**src/rtl/round_shift_pipe.sv**
```systemverilog
// -----------------------------------------------------------------------------
// round_shift_pipe
//
// Two-stage pipelined rounding right-shifter.
//   Stage 1 registers floor((x + inc) / 2^s), where x is in_data extended by two
//   bits (sign- or zero-extended per SIGNED) and inc is picked by the rounding
//   mode (0 floor, 1 half-up, 2 half-even, 3 half-away-from-zero).
//   Stage 2 range-checks that result against OUT_WIDTH and registers it.
//
// Handshake: a beat moves across a port on a clock edge where valid && ready
// are both high. in_ready = !(out_valid && !out_ready), forced high during rst.
// When in_ready is 1 both stages advance together (bubbles included); when it
// is 0 every stage holds, so out_data/out_sat stay stable while stalled.
//
// Optional feature macro: ROUND_SHIFT_SAT_EN
//   defined   : out-of-range results clamp to the OUT_WIDTH max/min, out_sat=1,
//               and sat_count counts delivered saturated beats (sticks at FFFF).
//   undefined : out-of-range results wrap to their low OUT_WIDTH bits,
//               out_sat and sat_count are tied to 0.
//
// Ports:
//   clk        sole clock, rising edge
//   rst        synchronous active-high reset
//   in_valid   input beat present
//   in_ready   block accepts a beat this cycle
//   in_data    value to shift (IN_WIDTH bits)
//   in_shift   right-shift amount (SHIFT_WIDTH bits)
//   in_mode    rounding mode (2 bits)
//   out_valid  output beat present
//   out_ready  downstream accepts the beat
//   out_data   rounded, shifted, range-checked result (OUT_WIDTH bits)
//   out_sat    result was clamped (qualified by out_valid)
//   sat_count  number of saturated beats delivered (16 bits)
// -----------------------------------------------------------------------------
module round_shift_pipe #(
    parameter int IN_WIDTH    = 5,
    parameter int OUT_WIDTH   = 8,
    parameter int SHIFT_WIDTH = 4,
    parameter int SIGNED      = 0
) (
    input  logic                   clk,
    input  logic                   rst,
    input  logic                   in_valid,
    output logic                   in_ready,
    input  logic [IN_WIDTH-1:0]    in_data,
    input  logic [SHIFT_WIDTH-1:0] in_shift,
    input  logic [1:0]             in_mode,
    output logic                   out_valid,
    input  logic                   out_ready,
    output logic [OUT_WIDTH-1:0]   out_data,
    output logic                   out_sat,
    output logic [15:0]            sat_count
);

    // x is IN_WIDTH+2 bits; one extra bit on top keeps x + inc exact
    // (inc can be as large as 2^IN_WIDTH).
    localparam int AW        = IN_WIDTH + 3;
    localparam int MAX_SHIFT = IN_WIDTH + 1;
    // Compare width: room for the stage-1 result and for 2^OUT_WIDTH as a
    // positive signed constant.
    localparam int CW        = ((AW > OUT_WIDTH) ? AW : OUT_WIDTH) + 2;

    localparam logic signed [AW-1:0] ONE_A = AW'(1);

    // ------------------------------------------------------------------
    // Stage 1 combinational: rounding increment and shift
    // ------------------------------------------------------------------
    logic                 fill;
    logic [5:0]           s_eff;
    logic signed [AW-1:0] x_ext;
    logic signed [AW-1:0] pow_s;
    logic signed [AW-1:0] half;
    logic signed [AW-1:0] mask;
    logic signed [AW-1:0] disc;
    logic signed [AW-1:0] inc;
    logic signed [AW-1:0] sum;
    logic signed [AW-1:0] res_d;
    logic                 kept_lsb;
    logic [1:0]           mode_eff;

    always_comb begin
        fill  = (SIGNED != 0) && in_data[IN_WIDTH-1];
        x_ext = {{3{fill}}, in_data};

        // Any shift beyond IN_WIDTH+1 already collapses x to 0 or -1, so
        // clamping the amount keeps the power-of-two inside AW bits.
        if (32'(in_shift) > 32'(MAX_SHIFT)) begin
            s_eff = 6'(MAX_SHIFT);
        end else begin
            s_eff = 6'(in_shift);
        end

        pow_s    = ONE_A << s_eff;
        half     = pow_s >>> 1;
        mask     = pow_s - ONE_A;
        disc     = x_ext & mask;
        // Bit s of x is the LSB of the kept (floor) quotient.
        kept_lsb = |(x_ext & pow_s);

        // Half-away-from-zero equals half-up when nothing can be negative.
        mode_eff = ((in_mode == 2'd3) && (SIGNED == 0)) ? 2'd1 : in_mode;

        inc = '0;
        if (s_eff != 6'd0) begin
            case (mode_eff)
                2'd1:    inc = half;
                2'd2:    inc = ((disc == half) && !kept_lsb) ? half - ONE_A : half;
                2'd3:    inc = x_ext[AW-1] ? half - ONE_A : half;
                default: inc = '0;
            endcase
        end

        sum   = x_ext + inc;
        res_d = sum >>> s_eff;
    end

    // ------------------------------------------------------------------
    // Pipeline registers
    // ------------------------------------------------------------------
    logic                   stage1_valid_q;
    logic signed [AW-1:0]   res_q;
    logic                   out_valid_q;
    logic [OUT_WIDTH-1:0]   out_data_q;
    logic [OUT_WIDTH-1:0]   data_d;

    assign in_ready = rst || !(out_valid_q && !out_ready);

    // ------------------------------------------------------------------
    // Stage 2 combinational: range check
    // ------------------------------------------------------------------
    logic signed [CW-1:0] r_ext;
    logic                 unused_hi;

    assign r_ext     = {{(CW-AW){res_q[AW-1]}}, res_q};
    assign unused_hi = ^r_ext[CW-1:OUT_WIDTH];

`ifdef ROUND_SHIFT_SAT_EN
    localparam logic signed [CW-1:0] ONE_C = CW'(1);
    localparam logic signed [CW-1:0] HI = (SIGNED != 0) ? (ONE_C <<< (OUT_WIDTH-1)) - ONE_C
                                                        : (ONE_C <<< OUT_WIDTH) - ONE_C;
    localparam logic signed [CW-1:0] LO = (SIGNED != 0) ? -(ONE_C <<< (OUT_WIDTH-1))
                                                        : CW'(0);

    logic        sat_d;
    logic        out_sat_q;
    logic [15:0] sat_count_q;

    always_comb begin
        data_d = r_ext[OUT_WIDTH-1:0];
        sat_d  = 1'b0;
        if (r_ext > HI) begin
            data_d = HI[OUT_WIDTH-1:0];
            sat_d  = 1'b1;
        end else if (r_ext < LO) begin
            data_d = LO[OUT_WIDTH-1:0];
            sat_d  = 1'b1;
        end
    end

    always_ff @(posedge clk) begin
        if (rst) begin
            out_sat_q   <= 1'b0;
            sat_count_q <= 16'h0000;
        end else begin
            if (in_ready) begin
                out_sat_q <= sat_d;
            end
            // Count on delivery, not on stage-2 load; stick at all-ones.
            if (out_valid_q && out_ready && out_sat_q && (sat_count_q != 16'hFFFF)) begin
                sat_count_q <= sat_count_q + 16'd1;
            end
        end
    end

    assign out_sat   = out_sat_q;
    assign sat_count = sat_count_q;
`else
    // Out-of-range results simply keep their low OUT_WIDTH bits.
    assign data_d    = r_ext[OUT_WIDTH-1:0];
    assign out_sat   = 1'b0;
    assign sat_count = 16'h0000;
`endif

    always_ff @(posedge clk) begin
        if (rst) begin
            stage1_valid_q <= 1'b0;
            out_valid_q    <= 1'b0;
            out_data_q     <= '0;
        end else if (in_ready) begin
            stage1_valid_q <= in_valid;
            res_q          <= res_d;
            out_valid_q    <= stage1_valid_q;
            out_data_q     <= data_d;
        end
    end

    assign out_valid = out_valid_q;
    assign out_data  = out_data_q;

endmodule

```
**config.mk**
```make
export PLATFORM = sky130hd
export DESIGN_NAME = round_shift_pipe
export DESIGN_NICKNAME = d
export VERILOG_FILES = /design/src/rtl/round_shift_pipe.sv
export SDC_FILE = /design/constraint.sdc
export NUM_CORES = 1
export LEC_CHECK = 0
export BUFFER_PORTS_ARGS = -buffer_cell sky130_fd_sc_hd__buf_2
export CAP_MARGIN = 30
export CORE_AREA = 2 2 56 58
export DETAILED_ROUTE_END_ITERATION = 8
export DIE_AREA = 0 0 58 60
export GPL_ROUTABILITY_DRIVEN = 0
export GPL_TIMING_DRIVEN = 0
export PLACE_DENSITY = 0.79
export SLEW_MARGIN = 20
export SYNTH_ARGS = -nofsm -noshare
export SYNTH_HDL_FRONTEND = slang
export SYNTH_SLANG_ARGS = --single-unit
export TNS_END_PERCENT = 50
```
**constraint.sdc**
```tcl
create_clock -name clk -period 3.5 [get_ports clk]
set_clock_uncertainty 0.2 [all_clocks]
set_input_delay 0 -clock clk [delete_from_list [all_inputs] [get_ports clk]]
set_output_delay 0 -clock clk [all_outputs]
set_load 0.02 [all_outputs]
```
==> results.md <==
* Status: finished clean
* Worst Path Buf+Inv at 2
* Reg-to-reg endpoint: data_d[6]
* Largest net degree at the start of global routing at 11
* Fill count at 268
* Port buffer count at 22
* Row cnt at 20
* Reg-to-reg startpoint: out_valid
* DRC errors left at 0
* Synth async-reset ratio at 0
* Hold Violations, Final at 0
* Vias in the first global route at 1169
* Worst hold start: in_shift[3]
* Worst VDD drop at 261 µV
* Initial Util at 0.503
* Post-synthesis sequential area ratio at 0.302
* Number of enable flip-flop cells after synthesis at 8
* Die area at 3480 µm²
* Max-slew headroom at 0.543
* Worst EP arrival at 2.92 ns
* Period utilisation layout at 0.862
* Detailed Route Iter0 Violations at 48
* CTS max path bufs at 2
* Final max-slew violation count at 0
* Core Util, Final at 0.600
* Routed wire length at 3070 µm
* Leakage at 0.808 nW
* CTS tree: yes
* Clock transition at path regs at 0.10 ns
* Critical-path top delay cell: nor2_1
* First-pass GRT wire length at 4950 µm
* Final min period at 3.02 ns
* Synth unique cells at 49
* GRT Total Usage at 0.180
* R2R Setup Slk at 1.76 ns
* H-Tree Depth at 1
* Num CTS Buffers at 3
* Max Freq at 0.331 GHz
* Core Region at 2900 µm²
* Dpl cell area at 1690 µm²
* Number of max-cap violations at 0
* DR vias at 1341
* Measured slew at the worst slew-check pin at 0.684 ns
* IO Pins at 42
* GR Overflow Total at 0
* Final Power at 0.500 mW
* Cell count of the worst reg-to-reg path at 3
* Top fanout value on the critical path at 10
* Hold EP: data_d[1]
* Initial antenna violation count at 0
* CTS root buf: clkbuf_4
* Clk Latency, worst-skew pair at 0.28 ns
* Syn. warnings at 0
* Main flop type after synthesis: dfxtp_1
* Synthesized area at 1460 µm²
* Critical path class: input pin to register
* Cells after Synth at 166
* Fraction of layout cells with a size suffix above 1 at 0.266
* Die Y at 60 µm
* RSZ-0062 raised after global routing: no
* CP top delay family: compound AO/OA/AOI/OAI gates
* #FFs+latches synth at 18
* Final nets at 236
* CP peak stage delay at 0.41 ns
* DIE WIDTH at 58 µm
* Vias per cell at 5.43
* PostCTS Resize Cnt at 0
* Final Cell Area at 1740 µm²
* Post-CTS setup buffer count at 0
* Setup TNS at 0 ns
* ANT nets after route at 0
* Power per cell area at 287 nW/µm²
* Area grow syn2layout at 19.4%
* CP required at 3.40 ns
* WL per Instance at 12.4 µm
* Setup violations, final at 0
* Post-DP HPWL at 2360 µm
* Worst setup EP type: register
* CP Depth at 13
* Cell Chain, Critical Path: buf_2 -> buf_2 -> nor2_1 -> o21ai_1 -> o311ai_2 -> mux2i_1 -> a21oi_1 -> ha_1 -> a211oi_1 -> o21ba_2 -> o21bai_1 -> mux2i_1 -> a221oi_1
* Synthesized area per cell at 8.80 µm²
* Pre-antenna DRT Iters at 4
* Number of diodes at 0
* Min-Delay Path Class: input pin to register
* Worst Hold Depth at 4
* CP Launch Type: input pin
* # clock sinks at 18
where the power goes:
part / internal (mW) / total (mW) / switching, mW
logic: 0.0646 / 0.159 / 0.0943
clock network: 0.0414 / 0.103 / 0.0615
registers: 0.234 / 0.238 / 0.00471
total: 0.340 / 0.500 / 0.160
flip-flops by register name (all words and copies together), names as in the netlist:
register,cells
data_d,8
out_data,8
out_valid,1
stage1_valid_q,1
through the flow:
stage	hold slack [ns]	setup WS (ns)	std cells
6_report	0.0940	0.483	247
5_1_grt	0.0886	0.285	247
4_1_cts	0.0703	0.546	247
3_5_place_dp	-0.00759	0.240	240
3_3_place_gp	-0.00714	0.283	239
2_1_floorplan	-0.128	0.545	184
worst min-delay path, cell delays in order:
cell and delay (ns):
buf_2 0.14, nor2_1 0.09, o21ai_0 0.08, o21ai_0 0.09
cell families after synthesis:
kind of cell | synth area share
other | 0.00257
multiplexers | 0.0283
flip-flops | 0.302
AND/OR/NAND/NOR | 0.173
XOR/XNOR | 0.0120
buffers and inverters | 0.129
AO/OA/AOI/OAI | 0.296
adder cells (fa/ha/maj) | 0.0566
how the worst max path moves through the flow:
stage | start | endpoint | slack [ns]
5_1_grt | in_shift[1] | data_d[0] | 0.28
2_1_floorplan | in_shift[0] | data_d[0] | 0.55
4_1_cts | in_shift[2] | data_d[1] | 0.55
3_5_place_dp | in_shift[1] | data_d[1] | 0.24
6_report | in_shift[1] | data_d[3] | 0.48
3_3_place_gp | in_shift[1] | data_d[1] | 0.28
layout make-up:
cell class / instances / area [µm²] / share of cell area
Multi-Input combinational cell: 136 / 898 / 0.515
Sequential cell: 18 / 440 / 0.253
Buffer: 26 / 174 / 0.0998
Timing Repair Buffer: 26 / 148 / 0.0847
Tap cell: 33 / 41.3 / 0.0237
Clock buffer: 3 / 22.5 / 0.0129
Inverter: 4 / 15.0 / 0.00861
Clock inverter: 1 / 3.75 / 0.00215
Yosys cell counts (all sizes together) (2+ instances only):
| library cell | n | area [µm²] |
|---|---|---|
| a211oi | 6 | 55.1 |
| a21oi | 10 | 50.1 |
| a22o | 10 | 87.6 |
| a22oi | 2 | 15.0 |
| a31oi | 2 | 12.5 |
| and3b | 2 | 17.5 |
| and4b | 2 | 23.8 |
| buf | 23 | 163 |
| clkbuf | 3 | 11.3 |
| dfxtp | 10 | 200 |
| edfxtp | 8 | 240 |
| ha | 5 | 62.6 |
| inv | 4 | 15.0 |
| mux2i | 3 | 30.0 |
| nand2 | 4 | 15.0 |
| nand3 | 4 | 20.0 |
| nor2 | 14 | 52.6 |
| nor2b | 6 | 37.5 |
| nor3 | 7 | 35.0 |
| o211ai | 2 | 15.0 |
| o21ai | 16 | 80.1 |
| or2 | 2 | 12.5 |
| xnor2 | 2 | 17.5 |
repair_timing:
item | CTS | global route
hold endpoints to repair | 7 | 0
hold buffers | 3 | 0
endpoints found under the setup margin | 0 | 0
layout by cell type, fill, tap and decap left out, drive strengths merged, types with 3 or more instances in the layout:
cell and n:
nand3 4, dlygate4sd3 3, nand2 4, conb 19, nor2b 6, nor2 14
inv 4, nor3 7, a211oi 6, mux2i 3, ha 5, a22o 10
dfxtp 10, clkbuf 6, a21oi 10, o21ai 16, buf 46, edfxtp 8
metal layers:
metal	share of wire	global-route usage
met1	0.46	0.233
met3	0.060	0.0260
met5	0	0
met4	0.0055	0.0498
met2	0.48	0.315
Note: power is estimated with default switching activity, not from simulation.
